==> src/rtl/unary_to_binary_array_pkg.sv <==
// Shared definitions for the unary-to-binary lane array: FSM state encoding,
// default geometry and the two's-complement saturation limits.
package unary_to_binary_array_pkg;

    typedef enum logic [1:0] {
        ST_IDLE  = 2'd0,
        ST_ACCUM = 2'd1,
        ST_HOLD  = 2'd2
    } state_t;

    localparam int DEFAULT_DIM   = 4;
    localparam int DEFAULT_WIDTH = 8;

    // Limits for the default accumulator width.
    localparam int SAT_MAX = (2 ** (DEFAULT_WIDTH - 1)) - 1;
    localparam int SAT_MIN = -(2 ** (DEFAULT_WIDTH - 1));

    // Largest positive value representable in a w-bit two's-complement word.
    function automatic longint sat_max_of(input int w);
        return (longint'(1) << (w - 1)) - longint'(1);
    endfunction

    // Most negative value representable in a w-bit two's-complement word.
    function automatic longint sat_min_of(input int w);
        return -(longint'(1) << (w - 1));
    endfunction

endpackage

==> src/rtl/unary_to_binary_array_lane.sv <==
// One lane: saturating up/down counter of unary pulses with a sticky
// saturation flag. Clear has priority over a counting step.
module unary_acc_lane
    import unary_to_binary_array_pkg::*;
#(
    parameter int WIDTH = DEFAULT_WIDTH
) (
    input  logic             clk,
    input  logic             reset_n,
    input  logic             i_clear,
    input  logic             i_step,
    input  logic             i_neg,
    output logic [WIDTH-1:0] o_acc,
    output logic             o_sat
);

    localparam logic [WIDTH-1:0] ACC_MAX = WIDTH'(sat_max_of(WIDTH));
    localparam logic [WIDTH-1:0] ACC_MIN = WIDTH'(sat_min_of(WIDTH));
    localparam logic [WIDTH-1:0] ONE     = WIDTH'(1);

    logic [WIDTH-1:0] r_acc;
    logic             r_sat;
    logic             w_at_limit;

    // A step is blocked when the accumulator already sits on the limit it moves toward.
    assign w_at_limit = i_neg ? (r_acc == ACC_MIN) : (r_acc == ACC_MAX);

    // Accumulator and sticky flag update; a blocked step only raises the flag.
    // NOTE: state registers use non-blocking assignments so every flop samples pre-edge values.
    always_ff @(posedge clk or negedge reset_n) begin
        if (!reset_n) begin
            r_acc <= '0;
            r_sat <= 1'b0;
        end else if (i_clear) begin
            r_acc <= '0;
            r_sat <= 1'b0;
        end else if (i_step) begin
            if (w_at_limit) begin
                r_sat <= 1'b1;
            end else if (i_neg) begin
                r_acc <= r_acc - ONE;
            end else begin
                r_acc <= r_acc + ONE;
            end
        end
    end

    assign o_acc = r_acc;
    assign o_sat = r_sat;

endmodule

==> src/rtl/unary_to_binary_array.sv <==
// Array of DIM unary-pulse accumulators framed by start/last, with a
// valid/ready output handshake. The frame FSM lives here; lanes are counters.
module unary_to_binary_array
    import unary_to_binary_array_pkg::*;
#(
    parameter int DIM   = DEFAULT_DIM,
    parameter int WIDTH = DEFAULT_WIDTH
) (
    input  logic                      clk,
    input  logic                      reset_n,
    input  logic                      start,
    input  logic                      en,
    input  logic [DIM-1:0]            unary_in,
    input  logic [DIM-1:0]            neg_in,
    input  logic                      last,
    output logic [DIM-1:0][WIDTH-1:0] out_array,
    output logic                      out_valid,
    input  logic                      out_ready,
    output logic [DIM-1:0]            sat,
    output logic                      busy
);

    state_t r_state;
    logic   r_out_valid;
    logic   r_busy;
    logic   w_clear;
    logic   w_count;

    // Start clears the lanes in IDLE and ACCUM, and in HOLD only together with
    // out_ready. A beat is counted only in ACCUM and never alongside start.
    assign w_clear = start && ((r_state != ST_HOLD) || out_ready);
    assign w_count = (r_state == ST_ACCUM) && en && !start;

    // Frame sequencing with registered out_valid/busy.
    always_ff @(posedge clk or negedge reset_n) begin
        if (!reset_n) begin
            r_state     <= ST_IDLE;
            r_out_valid <= 1'b0;
            r_busy      <= 1'b0;
        end else begin
            case (r_state)
                ST_IDLE: begin
                    if (start) begin
                        r_state <= ST_ACCUM;
                        r_busy  <= 1'b1;
                    end
                end
                ST_ACCUM: begin
                    if (!start && en && last) begin
                        r_state     <= ST_HOLD;
                        r_out_valid <= 1'b1;
                    end
                end
                ST_HOLD: begin
                    if (out_ready) begin
                        r_out_valid <= 1'b0;
                        if (start) begin
                            r_state <= ST_ACCUM;
                        end else begin
                            r_state <= ST_IDLE;
                            r_busy  <= 1'b0;
                        end
                    end
                end
                // NOTE: an explicit default recovers from the unused encoding instead of leaving it undefined.
                default: begin
                    r_state     <= ST_IDLE;
                    r_out_valid <= 1'b0;
                    r_busy      <= 1'b0;
                end
            endcase
        end
    end

    for (genvar g = 0; g < DIM; g++) begin : g_lane
        unary_acc_lane #(
            .WIDTH (WIDTH)
        ) u_lane (
            .clk     (clk),
            .reset_n (reset_n),
            .i_clear (w_clear),
            .i_step  (w_count && unary_in[g]),
            .i_neg   (neg_in[g]),
            .o_acc   (out_array[g]),
            .o_sat   (sat[g])
        );
    end

    assign out_valid = r_out_valid;
    assign busy      = r_busy;

endmodule

==> config.mk <==
export PLATFORM = sky130hd
export DESIGN_NAME = unary_to_binary_array
export DESIGN_NICKNAME = d
export VERILOG_FILES = /design/src/rtl/unary_to_binary_array_pkg.sv /design/src/rtl/unary_to_binary_array_lane.sv /design/src/rtl/unary_to_binary_array.sv
export SDC_FILE = /design/constraint.sdc
export NUM_CORES = 1
export LEC_CHECK = 0
export CAP_MARGIN = 10
export CORE_UTILIZATION = 53
export DETAILED_ROUTE_END_ITERATION = 12
export PLACE_DENSITY_LB_ADDON = 0.15
export SKIP_CTS_REPAIR_TIMING = 1
export SYNTH_ARGS = -nofsm -noshare
export SYNTH_HDL_FRONTEND = slang
export SYNTH_SLANG_ARGS = --single-unit
==> constraint.sdc <==
create_clock -name clk -period 2.1 [get_ports clk]
set_input_delay 0.315 -clock clk [delete_from_list [all_inputs] [get_ports clk]]
set_output_delay 0.315 -clock clk [all_outputs]
set_load 0.01 [all_outputs]
==> metrics.txt <==
signal arrival time at the worst endpoint 2.19 ns; Avg Vias per Cell between 5 and 6; CTS Root Cell clkbuf_8; Power Internal ~1.5 mW; Net Sw Frac 0.3110; CTS Sinks 40; total number of vias between 2000 and 3000; #FFs+latches synth 40; Die Span Y 75.34 um; dpl cells approximately 480; Rel. slew slack 0.6531; Comb pwr share 0.336; Final ANT Viol Nets 0; outcome completed; area leader, netlist dfrtp_1; Tmin final 1.994 ns; Setup Skew about 0.0078 ns; Starting Density 0.5545; commonest non-fill, non-tap cell in the layout buf_4; synthesized cell area 2850 um^2; I/O pin total 52; first-pass detailed-route iteration total 4; Tightest Pin Transition 0.5204 ns; Cell Pwr Density around 540 nW/um^2; most frequent cells in the layout 61 x buf_4, 47 x clkdlybuf4s50_1, 40 x dfrtp_1, 24 x o21ai_0, 22 x ha_1; Post-Layout Cell Count slightly below 500; leakage roughly 1.8 nW; setup slack at placement -0.3578 ns; RSZ-0062 raised after global routing false; max_cap viols 0; number of synthesized flops with an enable pin 0; endpoints failing hold 0; CTS Buf Count 5; period utilisation layout 0.9493; H-tree levels 2; Routed WL per cell 14.92 um; area growth from synthesis to layout 41.13%; post-route cell area 4023 um^2; CTS tree done; # setup viols final 0; Worst setup SP type primary input; Rows 26; Crit Path Max Fanout 11; initial DRC count about 130; reg-to-reg setup timing slack 0.13 ns; Final nets around 460; part of the Yosys area used for sequential elements 0.3512; Critical Path Sink Type register; Die W roughly 75 um; GR Overflow Total 0; Fill cells roughly 370; Max Clk Rate around 0.5 GHz; Clk pwr share 0.251; Psw 0.6715 mW; CTS max path bufs 2; Final GP Congestion between 0.8 and 0.9; VDD IR max 0.0003954 V; first-pass GRT wire length between 10 and 15 mm; Syn Area/Cell between 9 and 10 um^2; Clock Pin Slew Worst Setup and Hold Paths about 0.080 ns; # DRC 0; synth warn 0; number of global-route vias before repair approximately 2600; ANT cells 0; Synth Flop Type dfrtp_1; Hold Crit Class primary input to async pin; GRT Total Usage 0.2700; Post-DP HPWL 5.358 mm; worst endpoint required time about 2.3 ns; die area between 5000 and 6000 um^2; ys async rst share 1.000; Final Max Tran Viols 0; syn nets between 300 and 400; Yosys top cell area share 0.3512; port bufs approximately 50; ranking of synthesized cells by area dfrtp_1 35%, ha_1 11%, o21ai_0 4.2%; Final Power 2.159 mW; WS Path Type primary input to register; layout cells sized above 1 0.2295; clk_lat worst skew approximately 0.29 ns; Gate Count Post-Synth approximately 300; Reg power frac 0.413; DRT Wirelength 7.223 mm; setup ws final 0.1064 ns; antenna violations before repair 0; Min Hold Slack 0.06887 ns; placed cell area between 3000 and 4000 um^2; Synth cell types between 40 and 50; largest net degree at the start of global routing 41; Core Box Area 5140 um^2
## power by group through the flow
stage,sequential [mW],clock [mW],combinational (mW)
2_1_floorplan,0.916,0,0.333
3_3_place_gp,0.902,0,0.678
3_5_place_dp,0.904,0,0.700
4_1_cts,0.889,0.558,0.707
5_1_grt,0.898,0.587,0.801
6_report,0.891,0.541,0.726
## critical path, stage by stage
cell,delay (ns)
clkdlybuf4s50_1,0.47
buf_6,0.16
ha_1,0.25
buf_4,0.14
o21a_1,0.17
o31a_1,0.11
o21a_1,0.19
o21a_1,0.17
o31ai_2,0.21
## flip-flops by register name, summed over array words and instances (netlist names)
| signal | flops |
|---|---|
| g_lane.u_lane.o_acc | 32 |
| g_lane.u_lane.o_sat | 4 |
| r_state | 2 |
| busy | 1 |
| out_valid | 1 |
## final timing paths
path	start	end	depth (start not counted)
min in group clk	g_lane[1].u_lane.o_sat	g_lane[1].u_lane.o_sat	2
min	reset_n	g_lane[1].u_lane.o_acc[1]	2
max reg2reg	g_lane[0].u_lane.o_acc[2]	g_lane[0].u_lane.o_acc[6]	6
max in group asynchronous	reset_n	g_lane[2].u_lane.o_acc[7]	2
max	neg_in[2]	g_lane[2].u_lane.o_acc[6]	9
min reg2reg	g_lane[1].u_lane.o_sat	g_lane[1].u_lane.o_sat	2
## area by class of cell
type | count | area [um^2] | share of cell area
well taps | 70 | 87.58 | 0.02177
repair buffers | 116 | 1018 | 0.2532
inverters | 15 | 56.30 | 0.01400
clock buffers | 8 | 90.09 | 0.02240
flip-flops and latches | 40 | 1001 | 0.2488
multi-input cells | 235 | 1769 | 0.4398
## per-layer routing
metal / vias to the layer above / global-route usage / wire length, um
li1: 1335 / - / -
met2: 63 / 0.4772 / 3678
met4: 0 / 0.07819 / 86
met1: 1288 / 0.3384 / 3141
met3: 11 / 0.04894 / 317
met5: - / 0 / 0
## cell families after synthesis
logic type | Yosys count | synth area share
mux | 6 | 0.02107
compound gates | 96 | 0.2309
simple gates | 92 | 0.1703
fa+ha+maj | 28 | 0.1335
buf+inv | 27 | 0.05311
flops | 40 | 0.3512
xor+xnor | 13 | 0.03995
## cells in the mapped netlist (all sizes together), types with 5 or more instances
cell / count
nand3b: 7
dfrtp: 40
ha: 24
inv: 15
o21bai: 5
nand2: 20
buf: 10
a211oi: 12
nor3: 12
a21oi: 10
nor2b: 7
a31o: 7
nand3: 17
nor2: 17
o21a: 14
xnor2: 10
o21ai: 24
a31oi: 7
mux2i: 6
## through the flow
stage	TNS, ns	util
6_report	0	0.7826
5_1_grt	0	0.7826
4_1_cts	-0.1404	0.7648
3_5_place_dp	-8.216	0.7473
3_3_place_gp	-6.321	0.7473
2_1_floorplan	0	-
No activity file was read; power rests on OpenSTA's default activity.
